[src/rtl/vga_arb_pkg.sv]
// Shared types for the VGA / pixel-source SRAM arbiter: arbiter state,
// read-data owner and the read-return tag carried alongside SRAM reads.
package vga_arb_pkg;

  typedef enum logic [1:0] {
    ARB_IDLE = 2'd0,
    ARB_VGA  = 2'd1,
    ARB_SRC  = 2'd2
  } arb_state_t;

  typedef enum logic {
    OWN_VGA = 1'b0,
    OWN_SRC = 1'b1
  } owner_t;

  typedef struct packed {
    logic   valid;
    owner_t owner;
  } tag_t;

  localparam tag_t TAG_NONE = '{valid: 1'b0, owner: OWN_VGA};

  // Owner of the command currently on the SRAM bus, from the last-grant state.
  function automatic owner_t owner_of(input arb_state_t st);
    return (st == ARB_SRC) ? OWN_SRC : OWN_VGA;
  endfunction

endpackage

[src/rtl/vga_sram_rd_tag_pipe.sv]
// DEPTH-stage shift register of read-return tags; the output stage lines up
// with the cycle in which the SRAM presents the matching read data.
module vga_sram_rd_tag_pipe
  import vga_arb_pkg::*;
#(
  parameter int DEPTH = 1
) (
  input  logic clk,
  input  logic rst_n,
  input  tag_t tag_i,
  output tag_t tag_o
);

  tag_t [DEPTH-1:0] pipe_q;

  // NOTE: every stage is reset so that in-flight tags cannot produce a late valid.
  always_ff @(posedge clk or negedge rst_n) begin
    if (!rst_n) begin
      pipe_q <= '0;
    end else begin
      pipe_q[0] <= tag_i;
      for (int i = 1; i < DEPTH; i++) begin
        pipe_q[i] <= pipe_q[i-1];
      end
    end
  end

  assign tag_o = pipe_q[DEPTH-1];

endmodule

[src/rtl/vga_sram_arbiter.sv]
// Single-port SRAM arbiter: VGA prefetch reads win, except that a source
// request denied SRC_MAX_WAIT times in a row is forced through.
module vga_sram_arbiter
  import vga_arb_pkg::*;
#(
  parameter int AVN_AW       = 18,
  parameter int AVN_DW       = 16,
  parameter int RD_LAT       = 1,
  parameter int SRC_MAX_WAIT = 8
) (
  input  logic                sys_clk,
  input  logic                sys_rst,

  input  logic                vga_req,
  input  logic [AVN_AW-1:0]   vga_addr,
  output logic                vga_gnt,
  output logic                vga_rdata_vld,
  output logic [AVN_DW-1:0]   vga_rdata,

  input  logic                src_avn_read,
  input  logic                src_avn_write,
  input  logic [AVN_AW-1:0]   src_avn_address,
  input  logic [AVN_DW-1:0]   src_avn_writedata,
  input  logic [AVN_DW/8-1:0] src_avn_byteenable,
  output logic                src_avn_waitrequest,
  output logic [AVN_DW-1:0]   src_avn_readdata,
  output logic                src_avn_readdatavalid,
  output logic                src_err,

  output logic                sram_avn_read,
  output logic                sram_avn_write,
  output logic [AVN_AW-1:0]   sram_avn_address,
  output logic [AVN_DW-1:0]   sram_avn_writedata,
  output logic [AVN_DW/8-1:0] sram_avn_byteenable,
  input  logic [AVN_DW-1:0]   sram_avn_readdata
);

  localparam int         BE_W     = AVN_DW / 8;
  localparam logic [7:0] MAX_WAIT = 8'(SRC_MAX_WAIT);

  arb_state_t          state_q, state_d;
  logic [7:0]          starve_q, starve_d;
  logic                rd_q, rd_d;
  logic                wr_q, wr_d;
  logic [AVN_AW-1:0]   addr_q, addr_d;
  logic [AVN_DW-1:0]   wdata_q, wdata_d;
  logic [BE_W-1:0]     be_q, be_d;
  logic                err_q, err_d;

  logic                src_req;
  logic                src_gnt;
  logic                vga_gnt_c;
  tag_t                tag_in;
  tag_t                tag_out;

  assign src_req = src_avn_read | src_avn_write;

  // Grants are forced low while reset is held so no requester sees acceptance.
  always_comb begin
    src_gnt   = 1'b0;
    vga_gnt_c = 1'b0;
    if (sys_rst) begin
      if (src_req && (starve_q == MAX_WAIT)) begin
        src_gnt = 1'b1;
      end else if (vga_req) begin
        vga_gnt_c = 1'b1;
      end else if (src_req) begin
        src_gnt = 1'b1;
      end
    end
  end

  // NOTE: every variable gets its hold/default value first, so no latch is inferred.
  always_comb begin
    state_d  = ARB_IDLE;
    rd_d     = 1'b0;
    wr_d     = 1'b0;
    addr_d   = addr_q;
    wdata_d  = wdata_q;
    be_d     = be_q;
    err_d    = err_q;
    starve_d = starve_q;

    if (src_gnt) begin
      state_d = ARB_SRC;
      wr_d    = src_avn_write;
      rd_d    = src_avn_read & ~src_avn_write;
      addr_d  = src_avn_address;
      wdata_d = src_avn_writedata;
      be_d    = src_avn_byteenable;
      err_d   = err_q | (src_avn_read & src_avn_write);
    end else if (vga_gnt_c) begin
      state_d = ARB_VGA;
      rd_d    = 1'b1;
      addr_d  = vga_addr;
      be_d    = '1;
    end

    if (!src_req || src_gnt) begin
      starve_d = '0;
    end else if (starve_q != MAX_WAIT) begin
      starve_d = starve_q + 8'd1;
    end
  end

  // NOTE: sequential state uses non-blocking assignments only.
  always_ff @(posedge sys_clk or negedge sys_rst) begin
    if (!sys_rst) begin
      state_q  <= ARB_IDLE;
      starve_q <= '0;
      rd_q     <= 1'b0;
      wr_q     <= 1'b0;
      addr_q   <= '0;
      wdata_q  <= '0;
      be_q     <= '0;
      err_q    <= 1'b0;
    end else begin
      state_q  <= state_d;
      starve_q <= starve_d;
      rd_q     <= rd_d;
      wr_q     <= wr_d;
      addr_q   <= addr_d;
      wdata_q  <= wdata_d;
      be_q     <= be_d;
      err_q    <= err_d;
    end
  end

  // The tag enters alongside the command on the bus, so RD_LAT stages suffice.
  always_comb begin
    tag_in       = TAG_NONE;
    tag_in.valid = rd_q;
    tag_in.owner = owner_of(state_q);
  end

  vga_sram_rd_tag_pipe #(
    .DEPTH (RD_LAT)
  ) u_tag_pipe (
    .clk   (sys_clk),
    .rst_n (sys_rst),
    .tag_i (tag_in),
    .tag_o (tag_out)
  );

  assign vga_gnt               = vga_gnt_c;
  assign src_avn_waitrequest   = ~src_gnt;
  assign src_err               = err_q;

  assign sram_avn_read         = rd_q;
  assign sram_avn_write        = wr_q;
  assign sram_avn_address      = addr_q;
  assign sram_avn_writedata    = wdata_q;
  assign sram_avn_byteenable   = be_q;

  assign vga_rdata             = sram_avn_readdata;
  assign src_avn_readdata      = sram_avn_readdata;
  assign vga_rdata_vld         = tag_out.valid & (tag_out.owner == OWN_VGA);
  assign src_avn_readdatavalid = tag_out.valid & (tag_out.owner == OWN_SRC);

endmodule

[config.mk]
export PLATFORM = sky130hd
export DESIGN_NAME = vga_sram_arbiter
export DESIGN_NICKNAME = d
export VERILOG_FILES = /design/src/rtl/vga_arb_pkg.sv /design/src/rtl/vga_sram_rd_tag_pipe.sv /design/src/rtl/vga_sram_arbiter.sv
export SDC_FILE = /design/constraint.sdc
export NUM_CORES = 1
export LEC_CHECK = 0
export CAP_MARGIN = 20
export CORE_AREA = 2 2 94 96
export CTS_CLUSTER_SIZE = 8
export DETAILED_ROUTE_END_ITERATION = 8
export DIE_AREA = 0 0 96 98
export GPL_TIMING_DRIVEN = 0
export PLACE_DENSITY = 0.74
export SETUP_SLACK_MARGIN = 0.02
export SYNTH_ARGS = -nofsm -noshare
export SYNTH_HDL_FRONTEND = slang
export SYNTH_SLANG_ARGS = --single-unit
[constraint.sdc]
create_clock -name sys_clk -period 2.3 [get_ports sys_clk]
set_input_delay 0.46 -clock sys_clk [delete_from_list [all_inputs] [get_ports sys_clk]]
set_output_delay 0.46 -clock sys_clk [all_outputs]
set_load 0.01 [all_outputs]
### Word-level counts from Yosys, hierarchy flattened

Cells that the tools add are included.

* register bits: 51

* $add $sub $neg: 1
* equality and inequality tests: 3
* multiplexer cells: 19
* bitwise gates (word level): 9
* reductions and logical operators: 5

Operators by type and width (number)
* 2-to-1 mux 18 bit: 2
* 2-to-1 mux 8 bit: 2
* 2-to-1 mux 1 bit: 12
* adder 8 x 1 -> 8 bit, second input constant: 1
* == test 8 x 4 -> 1 bit, second input constant: 1
* inequality test 8 x 4 -> 1 bit, second input constant: 1
* 2-to-1 mux 2 bit: 3
* AND 1 bit: 4
* nonzero test 2 bit: 2
* inverter 1 bit: 3
* == test 2 bit, second input constant: 1
* OR 1 bit: 2
* logical AND 1 bit: 1
* zero test 1 bit: 1
* logical OR 1 bit: 1

### Depth between registers and ports, before layout

Gate-level depths: netlist (run 1).

* word-level depth: 7
* mapped depth: 8
* depth with buffers taken out: 7

### Cells and area by module

A second synthesis (run 1) with hierarchy kept.

* cell total of the unflattened synthesis: 269
* area, all modules: 2857.7 µm²

By module, submodules not included
* vga_sram_arbiter: instances 1, cells an instance 267, area each 2807.7 µm², seq. area each 1226.2 µm²
* vga_sram_rd_tag_pipe: instances 1, cells an instance 2, area each 50.0 µm², seq. area each 50.0 µm²

### Least setup slack after synthesis (run 1)

No wires, ideal clock.

* path kind: register to register
* from: reg starve_q[0]
* to: reg wdata_q[0] (netlist: sram_avn_writedata[0])
* library setup time: 125 ps
* arrival time: 1853 ps
* data required time: 2175 ps
* setup slack: 322 ps
* stages on the path, launching flop included: 9
* clock period less this slack: 1978 ps
* cell sequence: dfrtp_1 inv_1 ha_1 nor4b_4 nand2_4 a21o_4 inv_6 buf_12 mux2_4

* cells in the longest elaborated chain, start to end: 4

Ends and longest elaborated chain
* start: declaration: line vga_sram_arbiter.sv:42 `logic [7:0] starve_q, starve_d;`
* start signal: assignment: line vga_sram_arbiter.sv:119 `starve_q <= starve_d;`
* == test 8 x 4 -> 1 bit: line vga_sram_arbiter.sv:63 `if (src_req && (starve_q == MAX_WAIT)) begin`
* logical AND 1 bit: line vga_sram_arbiter.sv:63
* 2-to-1 mux 1 bit: line vga_sram_arbiter.sv:63
* 2-to-1 mux 1 bit: line vga_sram_arbiter.sv:62 `if (sys_rst) begin`
* via src_gnt: line vga_sram_arbiter.sv:51 `logic src_gnt;`
* end signal: assignment: line vga_sram_arbiter.sv:123 `wdata_q <= wdata_d;`
* end: declaration: line vga_sram_arbiter.sv:46 `logic [AVN_DW-1:0] wdata_q, wdata_d;`

The timed path passes the listed nets, and every way through them passes these cells.
A chain may end at the register's enable or synchronous reset.

### Worst setup path in the final report (run 1)

* from: reg starve_q[0]
* to: out src_avn_waitrequest

* cells in the longest elaborated chain, start to end: 5

Ends and longest elaborated chain
* == test 8 x 4 -> 1 bit: line vga_sram_arbiter.sv:63
* logical AND 1 bit: line vga_sram_arbiter.sv:63
* 2-to-1 mux 1 bit: line vga_sram_arbiter.sv:63
* 2-to-1 mux 1 bit: line vga_sram_arbiter.sv:62
* inverter 1 bit: line vga_sram_arbiter.sv:146 `assign src_avn_waitrequest = ~src_gnt;`
* end: declaration: line vga_sram_arbiter.sv:25 `output logic src_avn_waitrequest,`

No other way between the ends.

==> run_results.csv, run 1 <==
group,metric,value,unit
route,ant_nets,0,
clock_tree,cts_root_buffer,"clkbuf_8",
die,die_w,96,um
yosys,async_reset_ff_share,100.0,%
sta,fmax,452.2,MHz
clock_tree,cts_tree,"yes",
global_route,overflow,0,
layout,layoutNonFillerInstCount,518,
worst_setup_path,start_kind,"flip-flop",
clock_tree,htree_levels,2,
layout,postLayoutCoreUtil,52.63,%
sta,finalSetupViolCount,0,
placement,hpwlAfterDp,5813,um
yosys,syn_inst,262,
layout,syn2layout_area_growth,57.15,%
yosys,yosysSeqAreaShare,45.01,%
global_route,grt_first_pass_wirelength,12680,um
yosys,yosys_warnings,0,
placement,gp_congestion,0.7670,
sta,slew_viol_final,0,
sta,max_slew.worst_pin.slew,735.7,ps
yosys,synth_area_leaders,"dfrtp_1 (45%), buf_4 (8.5%), o221a_2 (5.2%)",
power_and_ir_drop,switchingPower,0.0007418,W
layout,final_nets,486,
placement,dp_worst_setup_slack,-292.5,ps
flow_run,maxCapViolations,0,
power_and_ir_drop,internal_power,0.001799,W
sta,relSlewSlack,50.77,%
sta,fin_ws,88.63,ps
hold_path,hp-class,"input port to asynchronous set/reset pin",
power_and_ir_drop,sw_frac_of_total,29.20,%
power_and_ir_drop,clockPowerShare,21.8,%
worst_setup_path,worstPathArrival,1750,ps
yosys,synth-edff-count,0,
layout,final_common_cell,"clkdlybuf4s50_1",
die,coreArea,8466,um2
placement,placed_cells,501,
route,vias,2626,
yosys,syn_area,2835,um2
placement,io_buffer_count,130,
global_route,grt_pass1_vias,2609,
route,wire_per_inst,15.30,um
clock_tree,clockBufferDepth,2,
sta,rsz0062_at_grt,"yes",
yosys,synthDistinctLibCells,43,
clock_tree,clkLatencyLatePin,320,ps
sta,finalClockSkew,15.40,ps
power_and_ir_drop,irDropWorstVdd,301.3,uV
route,drc_errors,0,
layout,antenna_cells,0,
die,rows,34,
worst_setup_path,cp-end-kind,"output pin",
sta,hold_viol,0,
clock_tree,clock-sinks,51,
yosys,ys_ff_latch,51,
die,die_h,98,um
route,first_iter_violations,90,
power_and_ir_drop,cellPowerDensity,570.2,nW/um2
route,viasPerCell,5.069,
die,io_pins,150,
clock_tree,clk_pin_slew,110,ps
sta,setup_tns,0,ps
layout,layout-drive-gt1-share,25.85,%
power_and_ir_drop,combPwrFrac,35.5,%
die,dieArea,9408,um2
clock_tree,cts_buffers,5,
worst_setup_path,worstPathRequired,1840,ps
global_route,grt_use_total,16.75,%
layout,mostFrequentLayoutCells,"clkdlybuf4s50_1 (127), dfrtp_1 (51), buf_4 (42)",
sta,post-route-period-util,96.15,%
yosys,synth_flop_cell,"dfrtp_1",
yosys,synth_fp_nets,339,
power_and_ir_drop,leakage,1.847,nW
global_route,grt_start_max_net_pins,39,
yosys,yosys.area.top_type,"dfrtp_1",
power_and_ir_drop,seqPwrFrac,42.7,%
route,wirelength,7925,um
yosys,synth_top_area_share,45.01,%
sta,fin_crit,2211,ps
worst_setup_path,worstPathMaxFanout,8,
run_status,status,"complete, no violations",
global_route,antenna_found_initial,0,
route,dr.pass1.iters,5,
die,start_util,33.49,%
worst_setup_path,critical_path_class,"flip-flop to output pin",
yosys,synth_area_per_cell,10.82,um2
## area by class of cell
cell class	count	area, um2
plain buffers	47	355.3
clock buffers	5	68.82
clock inverters	3	25.02
fillers	758	4010
inverters	3	16.27
multi-input cells	160	1192
flip-flops and latches	51	1276
well taps	108	135.1
repair buffers	141	1386
## through the flow
| stage | hold slack [ps] | total power [W] | cell area (um2) |
|---|---|---|---|
| floorplan | 164.4 | 0.001487 | 2835 |
| global placement | 367.1 | 0.001938 | 4272 |
| detailed placement | 382.4 | 0.001961 | 4287 |
| CTS | 122.4 | 0.002562 | 4463 |
| global route | 120.4 | 0.002678 | 4456 |
| finish | 105.6 | 0.002540 | 4456 |
## registers in the layout, summed over array words and instances (netlist names)
signal and cells:
sram_avn_writedata 16, sram_avn_address 18, u_tag_pipe.tag_o 2, sram_avn_write 1, sram_avn_read 1, state_q 2, sram_avn_byteenable 2, src_err 1
starve_q 8
## metal layers
metal  wire length (um)  part of all wire, %  vias to the layer above  track usage [%]
li1                   -                    -                     1217                -
met1               3340                   42                     1264            22.17
met2               3826                   48                      134            27.30
met3                656                  8.3                       11            3.858
met4                102                  1.3                        0            4.615
met5                  0                    0                        -                0
## Yosys cell counts (4+ instances only)
library cell and count:
nand3_1 9, mux2_2 7, clkbuf_8 4, o21ai_0 6, clkbuf_1 8, a21oi_1 24
o211a_1 5, a211oi_1 5, nor3_1 10, nor3b_1 5, dfrtp_1 51, buf_4 32
xor2_1 5, o221a_2 13, mux2_4 9, nor2_1 19, o22ai_1 13
## final timing paths
path                        startpoint              endpoint  slack (ps)  depth (start not counted)
min                            sys_rst  sram_avn_address[10]         110                          2
min in group sys_clk        state_q[0]   u_tag_pipe.tag_o[0]         400                          1
max reg2reg                starve_q[0]   sram_avn_address[3]         160                          9
max                        starve_q[0]   src_avn_waitrequest          90                          7
min reg2reg                 state_q[0]   u_tag_pipe.tag_o[0]         400                          1
max in group asynchronous      sys_rst   sram_avn_address[8]        1170                          2
## power by group through the flow
stage | Sequential (W) | Clock, W | Combinational, W
6_report | 0.00108 | 0.000554 | 0.000902
3_5_place_dp | 0.00111 | 0 | 0.000855
4_1_cts | 0.00108 | 0.000569 | 0.000908
5_1_grt | 0.00110 | 0.000605 | 0.000971
2_1_floorplan | 0.00115 | 0 | 0.000338
3_3_place_gp | 0.00110 | 0 | 0.000837
## critical path, stage by stage (launching register included)
cell and delay (ps):
dfrtp_1 410, inv_2 70, ha_2 160, nor4b_4 210, buf_4 170, nand2_4 70, a21o_4 210, buf_2 130
## kinds of logic after synthesis
kind of cell               synth area share, %
DFF                                      45.01
AOI/OAI and AO/OA                        18.98
adders and majority gates               0.8825
buffers and inverters                    13.28
xor gates and xnor gates                 1.545
muxes                                    7.547
and+or+nand+nor                          12.75
## repair_timing
item / CTS / global route
resized for setup: 8 / 5
hold buffers: 1 / 0
setup buffers: 9 / 0
hold endpoints to repair: 13 / 0
setup endpoints to repair: 2 / 2
pin swaps: 3 / 0
gates cloned: 0 / 0
(Power assumes the default switching activity.)
==> inputs of run 2 (changes only) <==
--- a/config.mk
+++ b/config.mk
@@ -5,7 +5,7 @@
 export SDC_FILE = /design/constraint.sdc
 export NUM_CORES = 1
 export LEC_CHECK = 0
-export CAP_MARGIN = 20
+export CAP_MARGIN = 40
 export CORE_AREA = 2 2 94 96
 export CTS_CLUSTER_SIZE = 8
 export DETAILED_ROUTE_END_ITERATION = 8
==> run 2 against run 1 <==
  * Wire length is 0.56% higher
  * Register-to-register slack better by 30 ps
  * Combinational power shrank 0.7%
  * Cell count unchanged
  * First-iteration DRC count shrank 27%
  * Largest cell class unchanged
==> run_results.csv, run 2 (synthesis results as in run 1) <==
group,metric,value,unit
die,rows,34,
route,dr.pass1.iters,4,
worst_setup_path,cp-end-kind,"output pin",
global_route,grt_use_total,16.80,%
route,wirelength,7969,um
placement,gp_congestion,0.7670,
layout,postLayoutCoreUtil,53.13,%
global_route,overflow,0,
clock_tree,cts_root_buffer,"clkbuf_8",
layout,final_common_cell,"clkdlybuf4s50_1",
clock_tree,clockBufferDepth,2,
sta,relSlewSlack,52.13,%
sta,finalSetupViolCount,0,
layout,antenna_cells,0,
layout,mostFrequentLayoutCells,"clkdlybuf4s50_1 (127), dfrtp_1 (51), buf_4 (41)",
clock_tree,clock-sinks,51,
route,viasPerCell,5.021,
global_route,antenna_found_initial,0,
flow_run,maxCapViolations,0,
sta,hold_viol,0,
worst_setup_path,cp_cell_sequence,"inv_2 > ha_1 > nor4b_4 > buf_4 > nand2_4 > a21o_4 > buf_2",
global_route,grt_pass1_vias,2688,
sta,rsz0062_at_grt,"yes",
worst_setup_path,cp_slowest_cell,"dfrtp_1",
power_and_ir_drop,cellPowerDensity,607.6,nW/um2
layout,layout-drive-gt1-share,25.12,%
worst_setup_path,critical_path_class,"flip-flop to output pin",
worst_setup_path,worstPathMaxFanout,8,
worst_setup_path,worstPathArrival,1720,ps
sta,max_slew.worst_pin.slew,715.4,ps
die,coreArea,8466,um2
sta,slew_viol_final,0,
clock_tree,htree_levels,2,
power_and_ir_drop,total_power,0.002733,W
die,die_h,98,um
sta,setup_tns,0,ps
sta,fin_crit,2182,ps
layout,syn2layout_area_growth,58.65,%
route,drc_errors,0,
run_status,status,"complete, no violations",
die,io_pins,150,
die,die_w,96,um
worst_setup_path,worstPathRequired,1840,ps
hold_path,hp-class,"input port to asynchronous set/reset pin",
sta,post-route-period-util,94.88,%
clock_tree,cts_tree,"yes",
sta,finalClockSkew,9.876,ps
die,start_util,33.49,%
route,vias,2601,
layout,final_nets,486,
global_route,grt_first_pass_wirelength,12810,um
worst_setup_path,ff2ff_path_depth,9,
clock_tree,clkLatencyLatePin,310,ps
power_and_ir_drop,leakage,1.868,nW
placement,hpwlAfterDp,5855,um
route,wire_per_inst,15.38,um
power_and_ir_drop,irDropWorstVdd,287.5,uV
clock_tree,cts_buffers,5,
placement,io_buffer_count,130,
route,first_iter_violations,66,
global_route,grt_start_max_net_pins,38,
route,ant_nets,0,
clock_tree,clk_pin_slew,100,ps
die,dieArea,9408,um2
layout,largest_reg_flops,18,
worst_setup_path,r2r_start,"starve_q[0]",
worst_setup_path,r2r-end,"sram_avn_address[16]",
sta,fmax,458.2,MHz
worst_setup_path,start_kind,"flip-flop",
worst_setup_path,regToRegSetupSlack,190,ps
worst_setup_path,slowest_delay,400,ps
==> run 2: changes by cell type in the layout (fill, tap and decap cells not counted) <==
cell           before  now
bufinv_16           0    2
clkinv_4            2    0
buf_4              42   41
dlygate4sd3_1       1    2
ha_1                1    2
ha_2                1    0
inv_1               0    1
inv_2               2    1
==> run 2: through the flow <==
stage                     instances  instance area [um2]  worst slack (ps)  hold WS, ps
after global placement          500                 4272             -2260        367.1
final                           518                 4498             117.7        125.6
after detailed placement        501                 4287            -300.5        384.9
after global routing            518                 4498             14.59        129.8
after floorplan                 262                 2835             322.3        164.4
after CTS                       516                 4488             34.35        1.186
==> run 2: power breakdown <==
group	internal (W)	leakage, nW	total [W]	switching (W)
registers	0.00102	0.605	0.00108	0.0000692
logic	0.000559	1.20	0.000896	0.000337
clock network	0.000434	0.0644	0.000753	0.000319
total	0.00201	1.87	0.00273	0.000725
==> run 2: final cells by class <==
class	instances	area, um2
Multi-Input combinational cell	160	1190
Clock buffer	5	68.82
Sequential cell	51	1276
Clock inverter	3	67.56
Buffer	47	355.3
Inverter	3	16.27
Tap cell	108	135.1
Fill cell	744	3968
Timing Repair Buffer	141	1389
==> run 2: worst max path at each step <==
| stage | slack (ps) | start | to |
|---|---|---|---|
| floorplan | 320 | starve_q[0] | sram_avn_writedata[0] |
| finish | 120 | starve_q[0] | src_avn_waitrequest |
| global route | 10 | starve_q[0] | src_avn_waitrequest |
| CTS | 30 | starve_q[0] | src_avn_waitrequest |
| global placement | -2260 | sys_rst | src_avn_waitrequest |
| detailed placement | -300 | starve_q[0] | vga_gnt |
==> run 2: worst max-delay path: cells and delay by family, from the launching register on <==
kind | cells | cell delay (ps)
flip-flops | 1 | 400
AO/OA/AOI/OAI | 1 | 220
buffers and inverters | 3 | 360
AND/OR/NAND/NOR | 2 | 290
adder cells (fa/ha/maj) | 1 | 150
==> run 2: per-layer routing <==
layer  part of all wire [%]  global-route usage, %  vias up
met2                     48                  27.56      120
met3                    6.6                  4.321        9
met5                      0                      0        -
met4                    1.4                  4.505        0
li1                       -                      -     1216
met1                     44                  21.81     1256
==> run 2: repair_timing <==
item                                    CTS  global route
endpoints found under the hold margin     0             7
gates cloned                              0             0
endpoints found under the setup margin    2             2
setup buffers                             8             0
hold buffers                              0             2
gates resized for setup                   7             4
pin swaps                                 3             0
